===== src/rtl/noc_pkg.sv =====
// noc_pkg: link-level constants and flit type shared by the PE-to-router link modules.
package noc_pkg;
    localparam int FLIT_W       = 20;
    localparam int CREDIT_DEPTH = 4;
    typedef logic [FLIT_W-1:0] flit_t;
endpackage


===== src/rtl/credit_fifo.sv =====
// credit_fifo: ring buffer with write/read pointers and occupancy count.
// push/pop arrive already qualified by the caller; head reads 0 when empty.
module credit_fifo
    import noc_pkg::*;
#(
    parameter int DATA_W = FLIT_W,
    parameter int DEPTH  = CREDIT_DEPTH,
    parameter int CNT_W  = 3
) (
    input  logic              clk,
    input  logic              RST,
    input  logic              push,
    input  logic [DATA_W-1:0] din,
    input  logic              pop,
    output logic              full,
    output logic              empty,
    output logic [DATA_W-1:0] head,
    output logic [CNT_W-1:0]  level
);
    localparam int PTR_W = (DEPTH > 1) ? $clog2(DEPTH) : 1;
    localparam logic [PTR_W-1:0] LAST_PTR = PTR_W'(DEPTH - 1);
    localparam logic [CNT_W-1:0] FULL_LVL = CNT_W'(DEPTH);

    logic [DATA_W-1:0] mem_q [DEPTH];
    logic [DATA_W-1:0] mem_d [DEPTH];
    logic [PTR_W-1:0]  wr_ptr_q, wr_ptr_d;
    logic [PTR_W-1:0]  rd_ptr_q, rd_ptr_d;
    logic [CNT_W-1:0]  level_q, level_d;

    always_comb begin
        mem_d = mem_q;
        if (push) mem_d[wr_ptr_q] = din;
        wr_ptr_d = !push ? wr_ptr_q : (wr_ptr_q == LAST_PTR) ? '0 : wr_ptr_q + 1'b1;
        rd_ptr_d = !pop ? rd_ptr_q : (rd_ptr_q == LAST_PTR) ? '0 : rd_ptr_q + 1'b1;
        level_d  = (push && !pop) ? level_q + 1'b1 :
                   (pop && !push) ? level_q - 1'b1 : level_q;
    end

    always_ff @(posedge clk) begin
        if (RST) begin
            mem_q    <= '{default: '0};
            wr_ptr_q <= '0;
            rd_ptr_q <= '0;
            level_q  <= '0;
        end else begin
            mem_q    <= mem_d;
            wr_ptr_q <= wr_ptr_d;
            rd_ptr_q <= rd_ptr_d;
            level_q  <= level_d;
        end
    end

    assign empty = (level_q == '0);
    assign full  = (level_q == FULL_LVL);
    assign head  = empty ? '0 : mem_q[rd_ptr_q];
    assign level = level_q;
endmodule


===== src/rtl/credit_rx_port.sv =====
// credit_rx_port: receive side of the credit link; buffers flits and returns one credit per drained flit.
// Define CREDIT_RX_OVF_CHECK_EN to add the sticky err_overflow output.
module credit_rx_port
    import noc_pkg::*;
#(
    parameter int DATA_W = FLIT_W,
    parameter int DEPTH  = CREDIT_DEPTH,
    parameter int CNT_W  = 3
) (
    input  logic              clk,
    input  logic              RST,
    input  logic [DATA_W-1:0] datain,
    input  logic              in_valid,
    output logic [DATA_W-1:0] dataout,
    output logic              out_valid,
    input  logic              out_ready,
    output logic              co,
    output logic [CNT_W-1:0]  level
`ifdef CREDIT_RX_OVF_CHECK_EN
    ,
    output logic              err_overflow
`endif
);
    logic push, pop, full, empty;
    logic co_q, co_d;

    // A full buffer still accepts a flit when the head leaves in the same cycle.
    assign pop  = !empty && out_ready;
    assign push = in_valid && (!full || pop);

    credit_fifo #(
        .DATA_W(DATA_W),
        .DEPTH (DEPTH),
        .CNT_W (CNT_W)
    ) u_fifo (
        .clk  (clk),
        .RST  (RST),
        .push (push),
        .din  (datain),
        .pop  (pop),
        .full (full),
        .empty(empty),
        .head (dataout),
        .level(level)
    );

    assign out_valid = !empty;

    always_comb co_d = pop;

    always_ff @(posedge clk) begin
        if (RST) co_q <= 1'b0;
        else     co_q <= co_d;
    end

    assign co = co_q;

`ifdef CREDIT_RX_OVF_CHECK_EN
    logic err_overflow_q, err_overflow_d;

    always_comb err_overflow_d = err_overflow_q || (in_valid && full && !pop);

    always_ff @(posedge clk) begin
        if (RST) err_overflow_q <= 1'b0;
        else     err_overflow_q <= err_overflow_d;
    end

    assign err_overflow = err_overflow_q;
`endif
endmodule

===== config.mk =====
export PLATFORM = sky130hd
export DESIGN_NAME = credit_rx_port
export DESIGN_NICKNAME = d
export VERILOG_FILES = /design/src/rtl/noc_pkg.sv /design/src/rtl/credit_fifo.sv /design/src/rtl/credit_rx_port.sv
export SDC_FILE = /design/constraint.sdc
export NUM_CORES = 1
export LEC_CHECK = 0
export CORE_ASPECT_RATIO = 1.5
export CORE_UTILIZATION = 43
export CTS_BUF_LIST = sky130_fd_sc_hd__clkbuf_4 sky130_fd_sc_hd__clkbuf_8
export DETAILED_ROUTE_END_ITERATION = 12
export SLEW_MARGIN = 20
export SYNTH_ARGS = -nofsm -noshare
export SYNTH_HDL_FRONTEND = slang
export SYNTH_SLANG_ARGS = --single-unit

===== constraint.sdc =====
create_clock -name clk -period 2.6 [get_ports clk]
set_input_delay 0.65 -clock clk [delete_from_list [all_inputs] [get_ports clk]]
set_output_delay 0.65 -clock clk [all_outputs]
set_load 0.01 [all_outputs]

# [Yosys cells after proc, flatten, opt, wreduce, memory -nomap -nowiden]
# Cells that the tools add are included.
[classes] add_sub_neg=4 n_lt_le_gt_ge=3 eq_ne=3 n_mux=11 n_bitwise=2 reduce_logical=12
[op_table] op="$bwmux 80" count=1
[op_table] op="$mux 20" count=4
[op_table] op="$bmux 20 s2" count=1
[op_table] op="$demux 20 s2" count=1
[op_table] op="$ge 3x3->1 const B" count=2
[op_table] op="$mux 3" count=2
[op_table] op="$not 2->3" count=2
[op_table] op="$logic_and 1x1->1" count=5
[op_table] op="$add 2x1->2 const B" count=2
[op_table] op="$eq 2x2->1 const B" count=2
[op_table] op="$logic_not 1->1" count=4
[op_table] op="$mux 2" count=2
[op_table] op="$add 3x1->3 const B" count=1
[op_table] op="$eq 3x3->1 const B" count=1
[op_table] op="$logic_not 3->1" count=1
[op_table] op="$lt 3x1->1 const B" count=1
[op_table] op="$sub 3x1->3 const B" count=1
[op_table] op="$reduce_bool 2->1" count=1
[op_table] op="$logic_or 1x1->1" count=1
[word_totals] regBits=88 inputBits=24 out_inout_bits=25 word_cells=43

# [Logic depth before layout (Yosys ltp)]
[logic_depth] ltp_word=9 mapped_depth=9 mapped_depth_nobuf=8

# [Cells and area by module]
# A second synthesis with hierarchy kept.
[unflattened] cells_unflattened=445 hier_area_um2=3880.0
[modules_own_cells] mod="credit_fifo" n_inst=1 cells_per_inst=439 area_each_um2=3823.7 seq_area_each_um2=1741.7
[modules_own_cells] mod="credit_rx_port" n_inst=1 cells_per_inst=6 area_each_um2=56.3 seq_area_each_um2=20.0

# [Worst setup path before layout]
# OpenSTA, ideal clock, no wires.
[synth_timing] kind="input-to-reg" startpoint="in out_ready" endpoint="reg u_fifo.level_q[2], in the netlist u_fifo.level[2]" t_arrival_ps=2369 t_required_ps=2530 setup_slack_ps=161 cell_stages=9 n_path_buf=1 cell_sequence="or4b_1 -> buf_6 -> and2_1 -> ha_1 -> inv_1 -> fa_1 -> xor2_1 -> or3_1 -> a21oi_1"
[synth_between] elab_chain_cells=6
[synth_rtl] element="from (decl)" line_no="credit_rx_port.sv:16" source="input logic out_ready,"
[synth_rtl] element="$logic_and 1x1->1 (*)" line_no="credit_rx_port.sv:28" source="assign pop = !empty && out_ready;"
[synth_rtl] element="$logic_or 1x1->1 (*)" line_no="credit_rx_port.sv:29" source="assign push = in_valid && (!full || pop);"
[synth_rtl] element="$logic_and 1x1->1 (*)" line_no="credit_rx_port.sv:29"
[synth_rtl] element="via push" line_no="credit_rx_port.sv:24" source="logic push, pop, full, empty;"
[synth_rtl] element="$logic_not 1->1"
[synth_rtl] element="$logic_and 1x1->1" line_no="credit_fifo.sv:36" source="(pop && !push) ? level_q - 1'b1 : level_q;"
[synth_rtl] element="$reduce_bool 2->1 (no line)"
[synth_rtl] element="to (signal assigned)" line_no="credit_fifo.sv:49" source="level_q <= level_d;"
[synth_rtl] element="to (decl)" line_no="credit_fifo.sv:28" source="logic [CNT_W-1:0] level_q, level_d;"
# The timed path passes the listed nets; every way through them passes the cells marked *.
# A chain may end at the register's enable or synchronous reset.

# [Final worst setup path]
[layout_timing] startpoint="reg u_fifo.rd_ptr_q[0]" endpoint="out dataout[4]"
[layout_between] elab_chain_cells=5
[layout_rtl] element="from (decl)" line_no="credit_fifo.sv:27" source="logic [PTR_W-1:0] rd_ptr_q, rd_ptr_d;"
[layout_rtl] element="from (signal assigned)" line_no="credit_fifo.sv:48" source="rd_ptr_q <= rd_ptr_d;"
[layout_rtl] element="$not 2->3 (implied by the code)" line_no="credit_fifo.sv:55" source="assign head = empty ? '0 : mem_q[rd_ptr_q];"
[layout_rtl] element="$bmux 20 s2" line_no="credit_fifo.sv:55"
[layout_rtl] element="$mux 20 (implied by the code) (2 in a row)" line_no="credit_fifo.sv:55"
[layout_rtl] element="$mux 20" line_no="credit_fifo.sv:55"
[layout_rtl] element="to (decl)" line_no="credit_rx_port.sv:14" source="output logic [DATA_W-1:0] dataout,"
# Every way passes these cells. The select of a mux whose other input is x is not followed.

==> flow_results.xml <==
<?xml version="1.0" encoding="UTF-8"?>
<metrics>
  <group name="timing">
    <metric name="min_period_over_period" unit="%">95.9</metric>
    <metric name="maxClockFrequency" unit="MHz">401</metric>
    <metric name="final_critical_path_setup_slack" unit="ns">0.106</metric>
    <metric name="fin_hold_ws" unit="ns">0.474</metric>
    <metric name="slew_headroom" unit="%">72.5</metric>
    <metric name="skew" unit="ns">0.00456</metric>
    <metric name="final-max-slew-violation-count" unit="">0</metric>
    <metric name="post-route-min-period" unit="ns">2.49</metric>
    <metric name="finalHoldViolCount" unit="">0</metric>
    <metric name="worst_pin_slew" unit="ns">0.411</metric>
    <metric name="grt_setup_unrepaired" unit="">no</metric>
    <metric name="finalSetupTns" unit="ns">0</metric>
    <metric name="final-setup-viol-count" unit="">0</metric>
  </group>
  <group name="placement">
    <metric name="dp_hpwl" unit="um">5300</metric>
    <metric name="gp_congestion" unit="">0.697</metric>
    <metric name="dpl_cell_area" unit="um^2">4860</metric>
    <metric name="portBuffers" unit="">48</metric>
    <metric name="dpl_worst_slack" unit="ns">-0.191</metric>
  </group>
  <group name="min_path">
    <metric name="holdCritPathClass" unit="">flip-flop to flip-flop</metric>
  </group>
  <group name="route">
    <metric name="detail-route-antenna-nets" unit="">0</metric>
    <metric name="dr.pass1.iters" unit="">4</metric>
    <metric name="post_drt_wl_per_cell" unit="um">15.6</metric>
    <metric name="detailroute.via_count" unit="">2794</metric>
    <metric name="wl" unit="um">8470</metric>
    <metric name="route.detailed.drc" unit="">0</metric>
    <metric name="first_iter_violations" unit="">97</metric>
    <metric name="vias_per_cell" unit="">5.15</metric>
  </group>
  <group name="die">
    <metric name="initial_core_util" unit="%">45.0</metric>
    <metric name="dieHeight" unit="um">123</metric>
    <metric name="fp-row-count" unit="">43</metric>
    <metric name="die-area" unit="um^2">10200</metric>
    <metric name="num_io_pins" unit="">49</metric>
    <metric name="placeableCoreArea" unit="um^2">9360</metric>
    <metric name="die_width" unit="um">82.8</metric>
  </group>
  <group name="setup_path">
    <metric name="setup.worst_path.class" unit="">flip-flop to output pin</metric>
    <metric name="reg2reg_slack" unit="ns">0.42</metric>
    <metric name="crit_path_max_incr_delay" unit="ns">0.48</metric>
    <metric name="timing.critical_path.cells" unit="">buf_12 -&gt; mux4_2 -&gt; nor2b_1 -&gt; dlygate4sd2_1</metric>
    <metric name="crit_fanout" unit="">8</metric>
    <metric name="timing.critical_path.from_type" unit="">flip-flop</metric>
    <metric name="required" unit="ns">1.95</metric>
    <metric name="timing.critical_path.to_type" unit="">output pin</metric>
    <metric name="cpMaxStageDelayCell" unit="">mux4_2</metric>
    <metric name="arrival" unit="ns">1.84</metric>
  </group>
  <group name="logic_synthesis">
    <metric name="postSynthAreaPerCell" unit="um^2">11.2</metric>
    <metric name="postSynthNetCount" unit="">407</metric>
    <metric name="seq_total_area_yosys" unit="%">41.8</metric>
    <metric name="post_synth_num_cell_types" unit="">29</metric>
    <metric name="synth_enable_flop_cells" unit="">0</metric>
    <metric name="post_synth_instance_area" unit="um^2">4210</metric>
    <metric name="yosysWarningCount" unit="">0</metric>
    <metric name="synth-seq-cells" unit="">88</metric>
    <metric name="dominantRegCellSynth" unit="">dfxtp_1</metric>
    <metric name="synthCells" unit="">376</metric>
    <metric name="postSynth.asyncResetShare" unit="%">0</metric>
  </group>
  <group name="job">
    <metric name="cap_violations" unit="">0</metric>
  </group>
  <group name="cells_and_area">
    <metric name="finalNetCount" unit="">458</metric>
    <metric name="syn_to_final_growth" unit="%">19.6</metric>
    <metric name="layout_commonest_cell" unit="">nand2b_1</metric>
    <metric name="most_used_cells_in_the_layout_excluding_fill_and_tap_cells" unit="">nand2b_1, dfxtp_1, mux2i_1</metric>
    <metric name="design_area" unit="um^2">5030</metric>
    <metric name="final.fill_count" unit="">852</metric>
    <metric name="multiInputGateArea" unit="um^2">2290</metric>
    <metric name="antennaDiodeCount" unit="">0</metric>
    <metric name="post_route_cells_drive_above_1_share" unit="%">14.2</metric>
    <metric name="regArea" unit="um^2">1770</metric>
  </group>
  <group name="power">
    <metric name="power_density" unit="nW/um^2">709</metric>
    <metric name="p_leak" unit="uW">0.00225</metric>
    <metric name="worst_ir_drop_vdd" unit="V">0.000624</metric>
  </group>
  <group name="clock_tree">
    <metric name="worst_skew_pair.late_latency" unit="ns">0.36</metric>
    <metric name="clk_transition_reported_paths" unit="ns">0.08</metric>
    <metric name="tritoncts" unit="">done</metric>
    <metric name="cts.root.buffer_cell" unit="">clkbuf_8</metric>
    <metric name="ctsLongestPathBuffers" unit="">2</metric>
    <metric name="cts-htree-levels" unit="">3</metric>
    <metric name="cts.sink_count" unit="">88</metric>
    <metric name="cts_buffers" unit="">9</metric>
  </group>
  <group name="global_routing">
    <metric name="top_usage_layer" unit="">met2</metric>
    <metric name="grt_util_all_layers" unit="%">18.5</metric>
    <metric name="grt_util_met2" unit="%">30.4</metric>
    <metric name="grt_first_pass_wirelength" unit="um">13800</metric>
    <metric name="use_met1" unit="%">23.2</metric>
    <metric name="antenna_found_initial" unit="">0</metric>
    <metric name="use_met3" unit="%">2.66</metric>
    <metric name="maximum_number_of_pins_on_one_net_before_global_route_repair" unit="">111</metric>
    <metric name="vias_in_the_first_global_route" unit="">2857</metric>
    <metric name="gr_overflow_total" unit="">0</metric>
  </group>
  <group name="status">
    <metric name="result_of_the_run" unit="">finished clean</metric>
  </group>
</metrics>
through the flow:
step,util [%],cells,total power [uW]
global placement,51.9,526,2770
finish,53.8,543,3570
floorplan,-,376,2290
global route,53.8,543,3770
detailed placement,51.9,526,2780
CTS,53.8,543,3620
critical path, delay by kind of cell, from the launching register on:
| kind | cells | cell delay [ns] |
|---|---|---|
| buf+inv | 2 | 0.45 |
| flops | 1 | 0.40 |
| mux | 1 | 0.48 |
| simple gates | 1 | 0.15 |
per-layer routing:
metal	vias up	part of all wire [%]
li1	1388	-
met4	0	2.6
met2	48	48
met1	1343	46
met5	-	0
met3	15	2.8
synth_stat cells, drive strengths merged, types with 2 or more instances:
master	number	area, um^2
o31ai	3	22.5
and3	2	17.5
nand2b	100	626
nor3	2	10.0
ha	6	75.1
buf	12	87.6
inv	4	15.0
clkbuf	16	60.1
mux4	20	450
mux2i	82	821
dfxtp	88	1760
nand3	5	30.0
a21oi	2	10.0
or3	2	12.5
nor2b	20	125
xor2	2	17.5
nor2	4	15.0
power by group:
group	total, uW	internal, uW	switching [uW]
sequential	1570	1470	103
clock	834	359	475
combinational	1160	615	548
total	3570	2440	1130
worst paths after layout:
| check | startpoint | to | depth (start not counted) |
|---|---|---|---|
| max | u_fifo.rd_ptr_q[0]$_SDFFE_PP0P_ | dataout[4] | 4 |
| min | u_fifo.mem_q[45]$_SDFFE_PP0P_ | u_fifo.mem_q[45]$_SDFFE_PP0P_ | 2 |
| max reg2reg | u_fifo.level[0]$_SDFFE_PP0P_ | u_fifo.level[2]$_SDFFE_PP0P_ | 8 |
| min reg2reg | u_fifo.mem_q[45]$_SDFFE_PP0P_ | u_fifo.mem_q[45]$_SDFFE_PP0P_ | 2 |
cell type report:
type                    instances  share of cell area [%]
multi-input cells             256                    45.5
repair buffers                 68                    13.1
clock inverters                 4                   0.447
well taps                     112                    2.78
clock buffers                  11                    2.76
flip-flops and latches         88                    35.1
inverters                       4                   0.298
timing repair:
item,4_1_cts,5_1_grt
hold buffers,0,0
resized for setup,25,0
endpoints found under the setup margin,20,0
setup buffers,1,0
logic make-up after synthesis:
| group | Yosys count | synth area share, % |
|---|---|---|
| compound gates | 6 | 0.891 |
| xor+xnor | 2 | 0.416 |
| fa+ha+maj | 7 | 2.26 |
| buf+inv | 32 | 3.86 |
| flops | 88 | 41.8 |
| mux | 102 | 30.2 |
| simple gates | 139 | 20.5 |
flip-flops by register name (all words and copies together), names as in the netlist:
name,cells
u_fifo.level,3
co,1
u_fifo.mem_q,80
u_fifo.wr_ptr_q,2
u_fifo.rd_ptr_q,2
No activity file was read; power rests on OpenSTA's default activity.
==> patch, RTL diff (same flow settings) <==
Build with the macro `CREDIT_RX_OVF_CHECK_EN` defined.
--- a/src/rtl/credit_rx_port.sv
+++ b/src/rtl/credit_rx_port.sv
@@ -1,4 +1,6 @@
 // credit_rx_port: receive side of the credit link; buffers flits and returns one credit per drained flit.
 // Define CREDIT_RX_OVF_CHECK_EN to add the sticky err_overflow output.
+`define CREDIT_RX_OVF_CHECK_EN
+
 module credit_rx_port
     import noc_pkg::*;
Behaviour (old outputs only; new: err_overflow): unchanged (Yosys induction, for registers that start in step).
==> patch against the unedited design <==
  * First-iteration DRC count down 15%
  * Wire length up 2.3%
  * Clock power up 25%
  * Sequential cell count up 1
  * Worst setup slack better by 0.0062 ns
  * Via count up 1.8%
  * Utilization up 0.39 points
  * Non-clock buffer count up 3
  * Total power up 8.5%
  * Final area up 3.7%
  * Synthesized area up 1.2%
  * Combinational power up 7%
==> patch: results (changes against the unedited design) <==
largest net degree at the start of global routing 38 (-66%); Max FO, Critical Path 6 (-2); Reg2Reg Depth 8 (unchanged); share of layout cells above drive strength 1 14.4% (+0.23 points); WL final 8.67 mm (+2.3%); post-synth cell types 29 (unchanged); post-DP HPWL 5.64 mm (+6.5%); initial drt markers 82 (-15%); initial antenna violation count 0 (unchanged); CP max stage cell mux4_2; clock skew 0.00714 ns (+0.00258 ns); register area share after synthesis 41.8% (about the same); RePlAce Congestion 0.734 (+5.3%); Nets 465 (+1.5%); Slew headroom 65.8% (-6.7 points); ys async rst share 0% (unchanged); outcome completed; H-Tree Depth 3 (unchanged); total nets after synthesis 411 (+0.98%); part of the cycle the worst path needs 95.7% (-0.24 points); Clock Latency Late Sink 0.36 ns (about the same); top cells by count, synth 100 x nand2b_1, 89 x dfxtp_1, 82 x mux2i_1; Pre-antenna DRT Iters 4 (unchanged); fillers 868 (+1.9%); number of port buffers 49 (+2.1%); hold path depth 2 (unchanged); CTS Buf Count 9 (unchanged); wire per inst 15.7 um (+0.49%); Post-Syn Area per Cell 11.2 um2 (+0.12%); vias in the first global route 2,899 (+1.5%); Largest register FFs 80 (unchanged); diode count 0 (unchanged); GR Util All Layers 18.1% (-0.44 points); first-pass GRT wire length 14.4 mm (+4.2%); dominant cells by area after synthesis dfxtp_1 42%, mux2i_1 19%, nand2b_1 15%; hold slack 0.476 ns (+0.00194 ns); Most flops, register u_fifo.mem_q; reg2reg setup slack 0.40 ns (-0.02 ns); Cells after DPL 536 (+1.9%); leakage 2.30 nW (+2.4%); CP top delay family buffers and inverters; area post-placement 4970 um2 (+2.4%); hold crit path type reg2reg; Crit path largest cell delay 0.48 ns (about the same); CTS Buffer Depth 2 (unchanged); pre-CTS setup slack -0.198 ns (-0.00759 ns); maximum VDD drop 0.426 mV (-32%); post-DR vias/cell 5.14 (about the same); power density cells 742 nW/um2 (+4.7%)
patch: worst paths after layout:
path,startpoint,end
hold / removal,u_fifo.mem_q[51],u_fifo.mem_q[51]
setup / recovery,u_fifo.rd_ptr_q[0],dataout[3]
setup reg to reg,u_fifo.level[0],u_fifo.level[2]
hold reg to reg,u_fifo.mem_q[51],u_fifo.mem_q[51]
patch: tightest hold or removal path, stage by stage, from the launching register on:
cell	delay, ns
dfxtp_1	0.32
nand2b_1	0.06
mux2i_1	0.05
patch: report_power, final:
group	switching, W	total, W	internal, W
Combinational	0.000567	0.00124	0.000678
Clock	0.000484	0.00104	0.000560
Sequential	0.0000982	0.00158	0.00148
patch: timing repair:
action / in CTS / in global routing
buffers inserted: 2 / 0
endpoints found under the setup margin: 20 / 10
cloned: 1 / 0
resized for setup: 23 / 7
hold buffers: 0 / 0
hold endpoints to repair: 0 / 0
patch: cell families (layout without fill, tap and decap cells):
kind of cell / after synthesis / count (layout) / share of synthesized area, %
simple gates: 141 / 141 / 20.6
mux: 102 / 102 / 29.8
flops: 89 / 89 / 41.8
buf+inv: 32 / 90 / 4.11
fa+ha+maj: 7 / 7 / 2.23
compound gates: 7 / 7 / 0.998
xor+xnor: 2 / 2 / 0.411
patch: final cells by class:
class / instances / area share [%]
Sequential cell: 89 / 34.2
Timing Repair Buffer: 71 / 14.3
Clock inverter: 5 / 1.53
Inverter: 4 / 0.288
Clock buffer: 10 / 2.64
Multi-Input combinational cell: 259 / 44.2
Tap cell: 115 / 2.76
patch: per-layer routing:
| layer | global-route usage (%) | routed length [um] | share of wire, % |
|---|---|---|---|
| met5 | 0 | 0 | 0 |
| met3 | 2.78 | 241 | 2.8 |
| met2 | 31.0 | 4290 | 49 |
| met1 | 21.5 | 3880 | 45 |
| met4 | 10.8 | 261 | 3.0 |
